$ cat src/rtl/ws_tile_sequencer_pkg.sv
// Shared widths, state types and the instruction-word packer used by the
// weight-stationary tile sequencer and its pmem drain sub-FSM.
package core_pkg;

  localparam int AW = 11;
  localparam int NW = 7;
  localparam int CW = 8;

  localparam int B_LOAD     = 0;
  localparam int B_EXECUTE  = 1;
  localparam int B_L0_WR    = 2;
  localparam int B_L0_RD    = 3;
  localparam int B_OFIFO_RD = 6;
  localparam int B_A_XMEM   = 7;
  localparam int B_WEN_XMEM = 18;
  localparam int B_CEN_XMEM = 19;
  localparam int B_A_PMEM   = 20;
  localparam int B_WEN_PMEM = 31;
  localparam int B_CEN_PMEM = 32;
  localparam int B_ACC      = 33;
  localparam int B_PASS     = 34;
  localparam int B_REN_PMEM = 35;

  // Both memories deselected with write disabled; nothing else asserted.
  localparam logic [63:0] INST_IDLE = 64'h0000_0001_800C_0000;

  typedef enum logic [2:0] {
    S_IDLE, S_W_XFER, S_W_LOAD, S_W_GAP, S_A_XFER, S_EXEC, S_DRAIN, S_DONE
  } state_e;

  typedef enum logic [1:0] {D_WAIT, D_RD, D_WR} drain_state_e;

  typedef struct packed {
    logic          load;
    logic          execute;
    logic          l0_wr;
    logic          l0_rd;
    logic          ofifo_rd;
    logic [AW-1:0] a_xmem;
    logic          wen_xmem;
    logic          cen_xmem;
    logic [AW-1:0] a_pmem;
    logic          wen_pmem;
    logic          cen_pmem;
    logic          acc;
    logic          passthrough;
    logic          ren_pmem;
  } inst_fields_t;

  typedef struct packed {
    logic          cen;
    logic          wen;
    logic          ren;
    logic          acc;
    logic          pass;
    logic          ofifo_rd;
    logic [AW-1:0] addr;
  } pmem_req_t;

  function automatic logic [63:0] pack_inst(input inst_fields_t f);
    logic [63:0] w;
    w = 64'd0;
    w[B_LOAD]            = f.load;
    w[B_EXECUTE]         = f.execute;
    w[B_L0_WR]           = f.l0_wr;
    w[B_L0_RD]           = f.l0_rd;
    w[B_OFIFO_RD]        = f.ofifo_rd;
    w[B_A_XMEM +: AW]    = f.a_xmem;
    w[B_WEN_XMEM]        = f.wen_xmem;
    w[B_CEN_XMEM]        = f.cen_xmem;
    w[B_A_PMEM +: AW]    = f.a_pmem;
    w[B_WEN_PMEM]        = f.wen_pmem;
    w[B_CEN_PMEM]        = f.cen_pmem;
    w[B_ACC]             = f.acc;
    w[B_PASS]            = f.passthrough;
    w[B_REN_PMEM]        = f.ren_pmem;
    return w;
  endfunction

endpackage

$ cat src/rtl/ws_tile_sequencer_if.sv
// Host/core-facing bundle of the tile sequencer: start/done handshake,
// latched tile parameters, OFIFO status and the core instruction word.
interface ws_tile_sequencer_if;
  import core_pkg::*;

  logic          start;
  logic [AW-1:0] w_base;
  logic [AW-1:0] x_base;
  logic [AW-1:0] p_base;
  logic [NW-1:0] n_act;
  logic          acc_en;
  logic          ofifo_valid;
  logic [63:0]   inst;
  logic          busy;
  logic          done;

  modport master (
    output start, w_base, x_base, p_base, n_act, acc_en, ofifo_valid,
    input  inst, busy, done
  );

  modport slave (
    input  start, w_base, x_base, p_base, n_act, acc_en, ofifo_valid,
    output inst, busy, done
  );

endinterface

$ cat src/rtl/ws_tile_sequencer_pmem_drain.sv
// DRAIN sub-FSM: moves OFIFO vectors into pmem, either as a plain write or
// as a read/accumulate-write pair. req describes the word for the next cycle.
module pmem_drain
  import core_pkg::*;
(
  input  logic          clk,
  input  logic          reset,
  input  logic          go,
  input  logic          acc_en,
  input  logic          ofifo_valid,
  input  logic [NW-1:0] n_act,
  input  logic [AW-1:0] p_base,
  output logic          fin,
  output pmem_req_t     req
);

  drain_state_e  ds_q, ds_d;
  logic [NW-1:0] cnt_q, cnt_d;
  logic [AW-1:0] addr_q, addr_d;

  // Last entry is complete once its write cycle is the one being issued now.
  assign fin = (cnt_q == n_act) && (ds_q != D_RD);

  // Entry sequencing; a read already issued always commits its write.
  always_comb begin
    ds_d   = D_WAIT;
    cnt_d  = cnt_q;
    addr_d = addr_q;
    if (!go) begin
      ds_d   = D_WAIT;
      cnt_d  = '0;
      addr_d = '0;
    end else if (ds_q == D_RD) begin
      ds_d = D_WR;
    end else if ((cnt_q != n_act) && ofifo_valid) begin
      ds_d   = acc_en ? D_RD : D_WR;
      addr_d = p_base + {{(AW-NW){1'b0}}, cnt_q};
      cnt_d  = cnt_q + NW'(1);
    end else begin
      ds_d = D_WAIT;
    end
  end

  // Memory controls for the upcoming cycle, decoded from the next state.
  always_comb begin
    req.cen      = (ds_d == D_WAIT);
    req.wen      = (ds_d != D_WR);
    req.ren      = (ds_d == D_RD);
    req.acc      = (ds_d == D_WR) && acc_en;
    req.pass     = (ds_d == D_WR) && !acc_en;
    req.ofifo_rd = (ds_d == D_WR);
    req.addr     = (ds_d == D_WAIT) ? {AW{1'b0}} : addr_d;
  end

  // State, entry count and current pmem address.
  always_ff @(posedge clk) begin
    if (reset) begin
      ds_q   <= D_WAIT;
      cnt_q  <= '0;
      addr_q <= '0;
    end else begin
      ds_q   <= ds_d;
      cnt_q  <= cnt_d;
      addr_q <= addr_d;
    end
  end

endmodule

$ cat src/rtl/ws_tile_sequencer.sv
// Weight-stationary tile sequencer: walks weight fetch/load, activation
// fetch/execute and pmem drain, emitting one registered core word per cycle.
module ws_tile_sequencer
  import core_pkg::*;
#(
  parameter int ROW = 8,
  parameter int COL = 8
) (
  input logic                clk,
  input logic                reset,
  ws_tile_sequencer_if.slave bus
);

  localparam logic [CW-1:0] XFER_W    = CW'(COL);
  localparam logic [CW-1:0] LOAD_LAST = CW'(COL - 1);
  localparam logic [CW-1:0] GAP_LAST  = CW'(ROW + COL - 1);

  state_e        state_q, state_d;
  logic [CW-1:0] cnt_q, cnt_d;
  logic [AW-1:0] w_base_q, w_base_d, x_base_q, x_base_d, p_base_q, p_base_d;
  logic [NW-1:0] n_q, n_d;
  logic          acc_q, acc_d;
  logic [63:0]   inst_q, inst_d;
  logic          busy_q, busy_d, done_q, done_d;
  logic          drain_go, drain_fin;
  pmem_req_t     pm_req;
  inst_fields_t  f;
  logic [CW-1:0] xfer_len;
  logic [AW-1:0] xfer_base;

  // Phase sequencing; the phase counter indexes the cycle within a phase.
  always_comb begin
    state_d  = state_q;
    cnt_d    = cnt_q + CW'(1);
    w_base_d = w_base_q;
    x_base_d = x_base_q;
    p_base_d = p_base_q;
    n_d      = n_q;
    acc_d    = acc_q;
    case (state_q)
      S_IDLE: begin
        cnt_d = '0;
        if (bus.start) begin
          state_d  = S_W_XFER;
          w_base_d = bus.w_base;
          x_base_d = bus.x_base;
          p_base_d = bus.p_base;
          n_d      = bus.n_act;
          acc_d    = bus.acc_en;
        end else begin
          state_d = S_IDLE;
        end
      end
      S_W_XFER: if (cnt_q == XFER_W) begin state_d = S_W_LOAD; cnt_d = '0; end
                else begin state_d = S_W_XFER; end
      S_W_LOAD: if (cnt_q == LOAD_LAST) begin state_d = S_W_GAP; cnt_d = '0; end
                else begin state_d = S_W_LOAD; end
      S_W_GAP: if (cnt_q == GAP_LAST) begin
                 state_d = (n_q == '0) ? S_DONE : S_A_XFER;
                 cnt_d   = '0;
               end else begin
                 state_d = S_W_GAP;
               end
      S_A_XFER: if (cnt_q == CW'(n_q)) begin state_d = S_EXEC; cnt_d = '0; end
                else begin state_d = S_A_XFER; end
      S_EXEC: if (cnt_q == CW'(n_q) - CW'(1)) begin state_d = S_DRAIN; cnt_d = '0; end
              else begin state_d = S_EXEC; end
      S_DRAIN: begin
        cnt_d   = '0;
        state_d = drain_fin ? S_DONE : S_DRAIN;
      end
      S_DONE: begin
        state_d = S_IDLE;
        cnt_d   = '0;
      end
      default: begin
        state_d = S_IDLE;
        cnt_d   = '0;
      end
    endcase
  end

  assign drain_go = (state_d == S_DRAIN);

  pmem_drain u_drain (
    .clk         (clk),
    .reset       (reset),
    .go          (drain_go),
    .acc_en      (acc_q),
    .ofifo_valid (bus.ofifo_valid),
    .n_act       (n_q),
    .p_base      (p_base_q),
    .fin         (drain_fin),
    .req         (pm_req)
  );

  // Word for the next cycle, decoded from next state so outputs stay registered.
  always_comb begin
    f          = '0;
    f.wen_xmem = 1'b1;
    f.cen_xmem = 1'b1;
    f.wen_pmem = 1'b1;
    f.cen_pmem = 1'b1;
    xfer_len   = (state_d == S_A_XFER) ? CW'(n_d) : XFER_W;
    xfer_base  = (state_d == S_A_XFER) ? x_base_d : w_base_d;
    case (state_d)
      S_W_XFER, S_A_XFER: begin
        // L0 write trails the SRAM read by its one-cycle latency.
        f.l0_wr = (cnt_d != '0);
        if (cnt_d < xfer_len) begin
          f.cen_xmem = 1'b0;
          f.a_xmem   = xfer_base + AW'(cnt_d);
        end else begin
          f.cen_xmem = 1'b1;
        end
      end
      S_W_LOAD: begin
        f.l0_rd = 1'b1;
        f.load  = 1'b1;
      end
      S_EXEC: begin
        f.l0_rd   = 1'b1;
        f.execute = 1'b1;
      end
      S_DRAIN: begin
        f.cen_pmem    = pm_req.cen;
        f.wen_pmem    = pm_req.wen;
        f.ren_pmem    = pm_req.ren;
        f.acc         = pm_req.acc;
        f.passthrough = pm_req.pass;
        f.ofifo_rd    = pm_req.ofifo_rd;
        f.a_pmem      = pm_req.addr;
      end
      default: f.load = 1'b0;
    endcase
    inst_d = pack_inst(f);
    busy_d = (state_d != S_IDLE) && (state_d != S_DONE);
    done_d = (state_d == S_DONE);
  end

  // State, counters, latched tile parameters and output registers.
  always_ff @(posedge clk) begin
    if (reset) begin
      state_q  <= S_IDLE;
      cnt_q    <= '0;
      w_base_q <= '0;
      x_base_q <= '0;
      p_base_q <= '0;
      n_q      <= '0;
      acc_q    <= 1'b0;
      inst_q   <= INST_IDLE;
      busy_q   <= 1'b0;
      done_q   <= 1'b0;
    end else begin
      state_q  <= state_d;
      cnt_q    <= cnt_d;
      w_base_q <= w_base_d;
      x_base_q <= x_base_d;
      p_base_q <= p_base_d;
      n_q      <= n_d;
      acc_q    <= acc_d;
      inst_q   <= inst_d;
      busy_q   <= busy_d;
      done_q   <= done_d;
    end
  end

  assign bus.inst = inst_q;
  assign bus.busy = busy_q;
  assign bus.done = done_q;

endmodule
$ cat src/flat_wrapper.sv
// flat-port wrapper written by rule: the top's interface ports become plain ports
module ws_tile_sequencer_flat import core_pkg::*;
#(
  parameter int ROW = 8,
  parameter int COL = 8
)
  (clk, reset, bus_start, bus_w_base, bus_x_base, bus_p_base, bus_n_act, bus_acc_en, bus_ofifo_valid, bus_inst, bus_busy, bus_done);
  ws_tile_sequencer_if bus_i ();
  input logic clk;
  input logic reset;
  input wire logic [$bits(bus_i.start)-1:0] bus_start;
  input wire logic [$bits(bus_i.w_base)-1:0] bus_w_base;
  input wire logic [$bits(bus_i.x_base)-1:0] bus_x_base;
  input wire logic [$bits(bus_i.p_base)-1:0] bus_p_base;
  input wire logic [$bits(bus_i.n_act)-1:0] bus_n_act;
  input wire logic [$bits(bus_i.acc_en)-1:0] bus_acc_en;
  input wire logic [$bits(bus_i.ofifo_valid)-1:0] bus_ofifo_valid;
  output wire logic [$bits(bus_i.inst)-1:0] bus_inst;
  output wire logic [$bits(bus_i.busy)-1:0] bus_busy;
  output wire logic [$bits(bus_i.done)-1:0] bus_done;
  assign bus_i.start = bus_start;
  assign bus_i.w_base = bus_w_base;
  assign bus_i.x_base = bus_x_base;
  assign bus_i.p_base = bus_p_base;
  assign bus_i.n_act = bus_n_act;
  assign bus_i.acc_en = bus_acc_en;
  assign bus_i.ofifo_valid = bus_ofifo_valid;
  assign bus_inst = bus_i.inst;
  assign bus_busy = bus_i.busy;
  assign bus_done = bus_i.done;
  ws_tile_sequencer #(.ROW(ROW), .COL(COL)) u_core (.clk(clk), .reset(reset), .bus(bus_i));
endmodule
$ cat config.mk
export PLATFORM = sky130hd
export DESIGN_NAME = ws_tile_sequencer_flat
export DESIGN_NICKNAME = d
export VERILOG_FILES = /design/src/rtl/ws_tile_sequencer_pkg.sv /design/src/rtl/ws_tile_sequencer_if.sv /design/src/rtl/ws_tile_sequencer_pmem_drain.sv /design/src/rtl/ws_tile_sequencer.sv /design/src/flat_wrapper.sv
export SDC_FILE = /design/constraint.sdc
export NUM_CORES = 1
export LEC_CHECK = 0
export CAP_MARGIN = 25
export CORE_MARGIN = 3
export CORE_UTILIZATION = 57
export DETAILED_ROUTE_END_ITERATION = 8
export PLACE_DENSITY_LB_ADDON = 0.05
export SLEW_MARGIN = 0
export SYNTH_ARGS = -nofsm -noshare
export SYNTH_HDL_FRONTEND = slang
export SYNTH_HIERARCHICAL = 1
export SYNTH_SLANG_ARGS = --single-unit
$ cat constraint.sdc
create_clock -name clk -period 11.5 [get_ports clk]
set_input_delay 1.725 -clock clk [delete_from_list [all_inputs] [get_ports clk]]
set_output_delay 1.725 -clock clk [all_outputs]
set_load 0.01 [all_outputs]
==> impl_metrics.json, run 1 <==
{
  "setup_slack_ps": 6610,
  "met2_usage_pct": 42.2,
  "start_util_pct": 59.5,
  "core_area_um2": 9950,
  "fin_nets": 813,
  "finalNonFillerCells": 878,
  "crit_family": "compound AO/OA/AOI/OAI gates",
  "period_needed_ps": 4890,
  "die_area_um2": 11600,
  "place.gp.congestion": 0.877,
  "grt_max_degree": 63,
  "viasPerCell": 5.58,
  "switchingPower_mw": 0.204,
  "use_met3_pct": 4.50,
  "layout-drive-gt1-share_pct": 6.58,
  "drt_iter0_drc": 264,
  "grt_antenna_before_repair": 0,
  "drc": 0,
  "hold_path_class": "flip-flop to flip-flop",
  "endpoint_kind": "flip-flop",
  "n_antenna_cell": 0,
  "critPathSlowestCell": "o311ai_0",
  "htreeDepth": 3,
  "drv_slew": 0,
  "hold_buffers": 0,
  "power.density_nw_per_um2": 110,
  "p_int_mw": 0.547,
  "tns_ps": 0,
  "grt_usage_pct": 24.2,
  "p_seq_share_pct": 52.4,
  "fp.dieH_um": 108,
  "post_cts_buffers": 0,
  "rsz0062_at_grt": "no",
  "clock_skew_ps": 14.9,
  "syn_area_per_cell_um2": 8.71,
  "synthCells": 680,
  "max_freq_ghz": 0.204,
  "grt_pass1_wl_um": 22400,
  "dr.pass1.iters": 5,
  "ys_seq_elements": 107,
  "cts_sinks": 107,
  "synthFlopType": "dfxtp_1",
  "arrival_ps": 5130,
  "synth_edf_count": 0,
  "cp.required_ps": 11740,
  "cp-start-kind": "flip-flop",
  "final_common_cell": "dfxtp_1",
  "period_share_pct": 42.5,
  "cap_violations": 0,
  "seq_area_frac_synth_pct": 36.2,
  "p_comb_share_pct": 16.3,
  "cts.clk_slew.worst_paths_ps": 100,
  "final_cell_mix": "107 x dfxtp_1, 78 x clkdlybuf4s50_1, 74 x nor2_1",
  "timing.rr.start": "u_core/n_q[0]$_SDFF_PP0_",
  "num_vias": 4898,
  "hold_violations": 0,
  "cpPeakStageDelay_ps": 840,
  "io_buffers": 79,
  "dp_hpwl_um": 10400,
  "clock_power_share_pct": 31.3,
  "postRouteAntennaNets": 0,
  "startpoint": "u_core/n_q[0]$_SDFF_PP0_",
  "mappedNetlistArea_um2": 5920,
  "cts_root_buf": "clkbuf_8",
  "cp_max_fo": 11,
  "cts.path.max_buffers": 2,
  "syn_to_final_growth_pct": 15.6,
  "dpl.cell_count": 861,
  "ys_async_sr_fraction_pct": 0,
  "ioPinCount": 111,
  "maxSlewHeadroom_pct": 35.3,
  "yosysUniqueCellTypes": 71,
  "routed_wl_um": 13600,
  "yosysWarnings": 6,
  "switching_share_pct": 27.2,
  "critPathKind": "flip-flop to flip-flop",
  "busiest_layer": "met2",
  "numCtsBuffers": 9,
  "tightest_slew_ps": 958,
  "vdd_ir_drop_max_mv": 0.0748,
  "cts_tree": "done",
  "status": "finished, final reports clean",
  "preCtsSetupSlack_ps": 5910,
  "met1_usage_pct": 30.4,
  "grt_remaining_overflow": 0,
  "clock_latency_ps": 370,
  "crit_chain": "inv_1 -> ha_1 -> nor3b_1 -> xor2_1 -> nor4b_1 -> o311a_1 -> nor2_1 -> o311ai_0 -> inv_1 -> ha_1 -> and3_1 -> nand4_1 -> a21oi_1 -> buf_4 -> nor3_1",
  "rows": 36,
  "wl_per_cell_um": 15.5,
  "cts_resized": 0,
  "hold_path.startpoint": "u_core/p_base_q[6]$_SDFFE_PP0P_",
  "die_w_um": 108,
  "grt_pass1_vias": 4675,
  "setup_viol": 0,
  "path_buf_inv": 3,
  "leakagePower_nw": 2.81
}
-- registers in the layout (all words and copies together), names as in the netlist, 3 cells and up --
signal                 flops
u_core/p_base_q           11
u_core/u_drain/addr_q     11
u_core/x_base_q           11
u_core/bus.inst           33
u_core/n_q                 7
u_core/u_drain/cnt_q       7
u_core/cnt_q               8
u_core/state_q             3
u_core/w_base_q           11
-- synth_stat cells (3+ instances only) --
master	number	area share (%)
nor4b_1	4	0.59
a311oi_1	3	0.44
buf_1	3	0.19
a31o_2	4	0.59
clkbuf_1	18	1.1
o21ai_0	22	1.9
nor2_1	74	4.7
nand3_1	18	1.5
buf_2	8	0.68
nand2_1	56	3.6
mux2i_1	46	7.8
a21o_1	8	1.0
dfxtp_1	107	36
nor2b_1	7	0.74
a211oi_1	4	0.51
buf_4	32	4.1
and2_1	21	2.2
and3_1	9	0.95
a21oi_1	39	3.3
nor3b_1	3	0.38
inv_1	12	0.76
nor3_2	6	1.0
xnor2_1	20	3.0
xor2_1	21	3.1
buf_6	3	0.57
nand2b_1	12	1.3
nor3_1	25	2.1
nand4_1	5	0.53
nor4_1	8	0.85
ha_1	26	5.5
-- through the flow --
stage | cell area [um^2] | hold WS, ps | util [%] | power (mW)
after global routing | 6840 | 480 | 68.7 | 0.787
after CTS | 6820 | 476 | 68.5 | 0.754
after detailed placement | 6620 | 461 | 66.5 | 0.522
final | 6840 | 475 | 68.7 | 0.751
after floorplan | 6030 | 440 | - | 0.489
after global placement | 6610 | 450 | 66.4 | 0.519
-- worst reg2reg max path, stage by stage (launching register included) --
cell and delay, ps:
dfxtp_1 560, inv_1 130, ha_1 280, nor3b_1 170, xor2_1 150, nor4b_1 360, o311a_1 330, nor2_1 80
o311ai_0 840, inv_1 240, ha_1 370, and3_1 190, nand4_1 110, a21oi_1 610, buf_4 280, nor3_1 60
-- cell type report --
class                      instances  area [um^2]
clock buffer                      12          145
clock inverter                     4         55.1
fill                             829         3110
inverter                          12         45.0
multi-input combinational        525         3440
sequential                       107         2140
tap                              133          166
timing repair buffer              85          843
-- cell families (layout without fill, tap and decap cells) --
family / after synthesis / in the layout / share of synthesized area [%]
AO/OA/AOI/OAI: 115 / 115 / 12.9
XOR/XNOR: 41 / 41 / 6.07
adder cells (fa/ha/maj): 28 / 28 / 6.17
buffers and inverters: 77 / 113 / 7.48
flip-flops: 107 / 107 / 36.2
multiplexers: 46 / 46 / 7.78
other: 2 / 31 / 0.127
AND/OR/NAND/NOR: 264 / 264 / 23.3
-- power groups by stage --
stage          combinational (mW)  sequential [mW]  clock [mW]
6_report                    0.122            0.394       0.235
2_1_floorplan              0.0891            0.400           0
3_3_place_gp                0.117            0.402           0
5_1_grt                     0.134            0.396       0.256
3_5_place_dp                0.120            0.402           0
4_1_cts                     0.121            0.394       0.240
-- path summary, 6_finish.rpt --
check	endpoint	slack (ps)	cells past startpoint
worst max-delay path	u_core/bus.inst[16]$_SDFF_PP0_	6610	15
worst min-delay path	u_core/p_base_q[6]$_SDFFE_PP0P_	470	2
worst max register to register	u_core/bus.inst[16]$_SDFF_PP0_	6610	15
worst min register to register	u_core/p_base_q[6]$_SDFFE_PP0P_	470	2
-- per-layer routing --
layer	vias up	part of all wire [%]
met1	2305	44
met5	-	0
met4	0	1.2
met2	152	50
met3	15	5.5
li1	2426	-
No activity file was read; power rests on OpenSTA's default activity.
==> run 2: changes to the inputs <==
CORE_UTILIZATION = 48   (was 57)
clock period = 3.9 ns   (was 11.5 ns; I/O delays follow)
==> run 2 against run 1 <==
  * Critical path depth rose by 2
  * Critical path type unchanged
  * Via count rose by 2.8%
  * Largest power group unchanged
  * Non-clock buffer count rose by 51
  * Sequential power rose to 2.9 times the previous value
  * Sequential share of layout area fell by 2.5 points
  * Sequential cell count did not move
  * Clock skew fell by 8.3 ps
  * Design area rose by 9.1%
  * Highest routed layer unchanged
==> impl_metrics.json, run 2 (synthesized netlist as in run 1, its figures left out) <==
{
  "wl_per_cell_um": 15.9,
  "cts_root_buf": "clkbuf_16",
  "numCtsBuffers": 9,
  "ioPinCount": 111,
  "viasPerCell": 5.36,
  "switchingPower_mw": 0.694,
  "grt_usage_pct": 22.1,
  "dr.pass1.iters": 4,
  "vdd_ir_drop_max_mv": 0.281,
  "period_share_pct": 96.1,
  "clock_skew_ps": 6.60,
  "io_buffers": 79,
  "hold_buffers": 0,
  "cp.required_ps": 4180,
  "grt_pass1_wl_um": 23600,
  "grt_pass1_vias": 4790,
  "cts.path.max_buffers": 2,
  "final_cell_mix": "104 x dfxtp_1, 78 x clkdlybuf4s50_1, 73 x nor2_1",
  "holdWs_ps": 460,
  "drc": 0,
  "dp_hpwl_um": 11600,
  "cap_violations": 0,
  "maxSlewHeadroom_pct": 33.4,
  "postRouteAntennaNets": 0,
  "final_util_pct": 63.7,
  "power.density_nw_per_um2": 330,
  "p_comb_share_pct": 16.6,
  "cp-start-kind": "flip-flop",
  "clock_power_share_pct": 36.5,
  "grt_antenna_before_repair": 0,
  "p_int_mw": 1.77,
  "leakagePower_nw": 3.12,
  "start_util_pct": 50.5,
  "cts_sinks": 107,
  "htreeDepth": 3,
  "hold_violations": 0,
  "syn_to_final_growth_pct": 26.0,
  "routed_wl_um": 14900,
  "final_common_cell": "dfxtp_1",
  "period_needed_ps": 3750,
  "drt_iter0_drc": 245,
  "max_freq_ghz": 0.267,
  "arrival_ps": 4030,
  "grt_remaining_overflow": 0,
  "largest_register_ff_count": 33,
  "fin_nets": 864,
  "hold_path_class": "flip-flop to flip-flop",
  "cts_tree": "done",
  "fillers": 1058,
  "tightest_slew_ps": 991,
  "fp.dieH_um": 117,
  "preCtsSetupSlack_ps": 73.9,
  "grt_max_degree": 34,
  "p_seq_share_pct": 46.9,
  "place.gp.congestion": 0.870,
  "die_area_um2": 13700,
  "switching_share_pct": 28.2,
  "cp_max_fo": 6,
  "setup_slack_ps": 152,
  "rows": 39,
  "drv_slew": 0,
  "tns_ps": 0,
  "layout-drive-gt1-share_pct": 14.9,
  "die_w_um": 117,
  "endpoint_kind": "flip-flop",
  "status": "finished, final reports clean",
  "finalPower_mw": 2.46,
  "n_antenna_cell": 0,
  "setup_viol": 0,
  "clock_latency_ps": 360,
  "critPathKind": "flip-flop to flip-flop",
  "num_vias": 5037,
  "cts.clk_slew.worst_paths_ps": 80,
  "core_area_um2": 11700
}
[run 2: per-layer routing]
layer  up-vias  GRT usage [%]  share of wire (%)
li1       2529              -                  -
met2       145           36.0                 47
met5         -              0                  0
met3        25           4.47                5.2
met4         0           9.25                2.7
met1      2338           28.7                 45
[run 2: power by group through the flow]
stage / Combinational, mW / Sequential (mW) / Clock (mW)
floorplan: 0.264 / 1.18 / 0
global placement: 0.393 / 1.18 / 0
detailed placement: 0.397 / 1.18 / 0
CTS: 0.399 / 1.15 / 0.928
global route: 0.449 / 1.16 / 0.967
finish: 0.409 / 1.16 / 0.899
[run 2: per-stage QoR]
step           instances  area, um^2
5_1_grt              939        7460
3_5_place_dp         921        7050
3_3_place_gp         921        7050
4_1_cts              937        7350
2_1_floorplan        709        6060
6_report             939        7460
[run 2: worst paths after layout]
| path | slack [ps] | end | cells after the start | start |
|---|---|---|---|---|
| max reg2reg | 150 | u_core/bus.inst[17]$_SDFF_PP0_ | 17 | u_core/cnt_q[3]$_SDFF_PP0_ |
| min | 460 | u_core/p_base_q[3]$_SDFFE_PP0P_ | 2 | u_core/p_base_q[3]$_SDFFE_PP0P_ |
| max | 150 | u_core/bus.inst[17]$_SDFF_PP0_ | 17 | u_core/cnt_q[3]$_SDFF_PP0_ |
| min reg2reg | 460 | u_core/p_base_q[3]$_SDFFE_PP0P_ | 2 | u_core/p_base_q[3]$_SDFFE_PP0P_ |
[run 2: cell type report]
cell class / instances / area [um^2] / area share [%]
tap: 143 / 179 / 2.40
timing repair buffer: 136 / 1250 / 16.7
inverter: 12 / 45.0 / 0.604
multi-input combinational: 525 / 3550 / 47.5
clock inverter: 7 / 73.8 / 0.989
clock buffer: 9 / 225 / 3.02
sequential: 107 / 2150 / 28.8
[run 2: repair_timing]
item | in CTS | in global routing
setup buffers | 0 | 2
setup endpoints to repair | 0 | 12
resized for setup | 0 | 21
[run 2: critical path: stages, from the launching register on]
cell and delay, ps:
dfxtp_1 510, xor2_2 310, xor2_1 140, nor4b_2 270, o311a_1 290, nor2_1 80
o311ai_0 400, buf_4 200, inv_1 60, ha_1 340, a21o_1 150, a21oi_2 60
o21bai_1 150, a21oi_2 80, o21ai_1 220, nand3_1 130, xor2_1 160, nor3_1 120
==> run 3: changes to the inputs <==
CELL_PAD_IN_SITES_DETAIL_PLACEMENT = 1   (was default)
CELL_PAD_IN_SITES_GLOBAL_PLACEMENT = 2   (was default)
CORE_UTILIZATION = 28   (was 48)
==> run 3 against run 2 <==
  * Sequential power barely moved
  * Critical path depth fell by 2
  * Wire length rose by 21%
  * Core utilization fell by 26 points
  * Die area rose by 67%
  * Clock skew rose by 2.7 ps
  * Largest power group unchanged
  * Count of clock-buffer cells in the layout did not move
  * Combinational power rose by 3%
  * Register-to-register slack barely moved
==> impl_metrics.json, run 3 (synthesized netlist as in run 1, its figures left out) <==
{
  "n_antenna_cell": 0,
  "finalNonFillerCells": 1066,
  "drv_slew": 0,
  "ioPinCount": 111,
  "cp_max_fo": 6,
  "placed_cell_area_um2": 7170,
  "preCtsSetupSlack_ps": -49.0,
  "core_area_um2": 20500,
  "critPathKind": "flip-flop to flip-flop",
  "grt_pass1_vias": 5343,
  "hold_violations": 0,
  "syn_to_final_growth_pct": 30.0,
  "hold_end": "u_core/p_base_q[6]$_SDFFE_PP0P_",
  "cts_tree": "done",
  "num_vias": 5084,
  "power.density_nw_per_um2": 340,
  "status": "finished, final reports clean",
  "grt_antenna_before_repair": 0,
  "tightest_slew_ps": 799,
  "rrSetupSlack_ps": 160,
  "final_common_cell": "dfxtp_1",
  "drt_iter0_drc": 142,
  "final_cell_mix": "106 x dfxtp_1, 78 x clkdlybuf4s50_1, 72 x nor2_1",
  "start_util_pct": 28.9,
  "hold_path.startpoint": "u_core/p_base_q[6]$_SDFFE_PP0P_",
  "cp-start-kind": "flip-flop",
  "rows": 52,
  "grt_pass1_wl_um": 28300,
  "die_w_um": 151,
  "tns_ps": 0,
  "clock_skew_ps": 9.28,
  "place.gp.congestion": 0.860,
  "cap_violations": 0,
  "fin_nets": 864,
  "fp.dieH_um": 151,
  "max_freq_ghz": 0.267,
  "maxSlewHeadroom_pct": 46.7,
  "endpoint_kind": "flip-flop",
  "clock_latency_ps": 360,
  "wl_per_cell_um": 16.9,
  "leakagePower_nw": 3.15,
  "cts_sinks": 107,
  "rr_endpoint": "u_core/bus.inst[14]$_SDFF_PP0_",
  "grt_max_degree": 51,
  "viasPerCell": 4.77,
  "vdd_ir_drop_max_mv": 0.171,
  "min_path_cells": 2,
  "dpl.cell_count": 1044,
  "numCtsBuffers": 9,
  "cts.clk_slew.worst_paths_ps": 80,
  "arrival_ps": 3980,
  "largest_register_ff_count": 33,
  "cts.path.max_buffers": 2,
  "period_needed_ps": 3740,
  "postRouteAntennaNets": 0,
  "grt_usage_pct": 15.9,
  "cp.required_ps": 4140,
  "grt_remaining_overflow": 0,
  "routed_wl_um": 18000,
  "path_buf_inv": 3,
  "cpPeakStageDelay_ps": 610,
  "cts_root_buf": "clkbuf_16",
  "drc": 0,
  "crit_family": "simple AND/OR/NAND/NOR gates",
  "dp_hpwl_um": 14200,
  "design_area_um2": 7700,
  "dr.pass1.iters": 4,
  "holdWs_ps": 468,
  "crit_chain": "or4_4 -> nor4_4 -> a21oi_2 -> nor4_4 -> buf_6 -> buf_8 -> mux2i_2 -> ha_4 -> a21oi_2 -> nor2b_1 -> o31ai_2 -> buf_4 -> nand2b_1 -> a211oi_2 -> nor4_1",
  "period_share_pct": 95.9,
  "io_buffers": 79,
  "die_area_um2": 22900,
  "timing.rr.start": "u_core/cnt_q[7]$_SDFF_PP0_",
  "hold_path_class": "flip-flop to flip-flop",
  "critPathSlowestCell": "or4_4",
  "layout-drive-gt1-share_pct": 16.1,
  "htreeDepth": 3,
  "setup_slack_ps": 161,
  "setup_viol": 0,
  "worst-r2r-cell-count": 15
}
run 3: changes by cell type in the layout (fill, tap and decap cells not counted), sizes merged:
| cell | previous run | this run |
|---|---|---|
| bufinv | 0 | 2 |
| clkinv | 3 | 2 |
| clkinvlp | 2 | 0 |
| inv | 14 | 15 |
run 3: power by group:
part | total [mW] | switching, mW | internal, mW | leakage, nW
Sequential | 1.15 | 0.0231 | 1.13 | 0.871
Clock | 1.04 | 0.462 | 0.582 | 0.167
Combinational | 0.422 | 0.232 | 0.189 | 2.11
Total | 2.62 | 0.718 | 1.90 | 3.15
run 3: worst max-delay path by stage:
stage / start / endpoint / slack (ps) / depth (start not counted)
2_1_floorplan: u_core/n_q[0]$_SDFF_PP0_ / u_core/bus.inst[17]$_SDFF_PP0_ / 0.9 / 21
3_3_place_gp: u_core/cnt_q[3]$_SDFF_PP0_ / u_core/bus.inst[16]$_SDFF_PP0_ / 20 / 16
3_5_place_dp: u_core/n_q[1]$_SDFF_PP0_ / u_core/bus.inst[16]$_SDFF_PP0_ / -50 / 18
4_1_cts: u_core/cnt_q[7]$_SDFF_PP0_ / u_core/bus.inst[17]$_SDFF_PP0_ / 20 / 17
5_1_grt: u_core/cnt_q[7]$_SDFF_PP0_ / u_core/bus.inst[16]$_SDFF_PP0_ / -40 / 15
6_report: u_core/cnt_q[7]$_SDFF_PP0_ / u_core/bus.inst[14]$_SDFF_PP0_ / 160 / 15
run 3: timing repair:
item | 4_1_cts | 5_1_grt
hold buffers | 0 | 0
buffers inserted | 2 | 4
endpoints found under the setup margin | 9 | 12
pin swaps | 1 | 14
gates resized for setup | 5 | 26
run 3: per-layer routing:
metal / part of all wire [%] / track usage, %
met4: 1.1 / 3.76
met5: 0 / 0
met3: 3.6 / 3.32
met1: 47 / 20.7
met2: 48 / 27.0
run 3: final cells by class:
type                    instances  area [um^2]
multi-input cells             525         3590
inverters                      12         45.0
clock buffers                   9          225
clock inverters                 7          116
repair buffers                136         1240
fillers                      2414        12800
well taps                     270          338
flip-flops and latches        107         2140
run 3: worst reg2reg max path, cell delays in order, from the launching register on:
cell and delay [ps]:
dfxtp_1 320, or4_4 610, nor4_4 380, a21oi_2 90, nor4_4 290, buf_6 170
buf_8 130, mux2i_2 280, ha_4 250, a21oi_2 160, nor2b_1 90, o31ai_2 330
buf_4 170, nand2b_1 60, a211oi_2 220, nor4_1 60
run 3: through the flow:
step	util, %	total power, mW
after global routing	37.6	2.76
after floorplan	-	1.44
after global placement	35.0	1.58
after CTS	36.8	2.67
final	37.6	2.62
after detailed placement	35.0	1.59
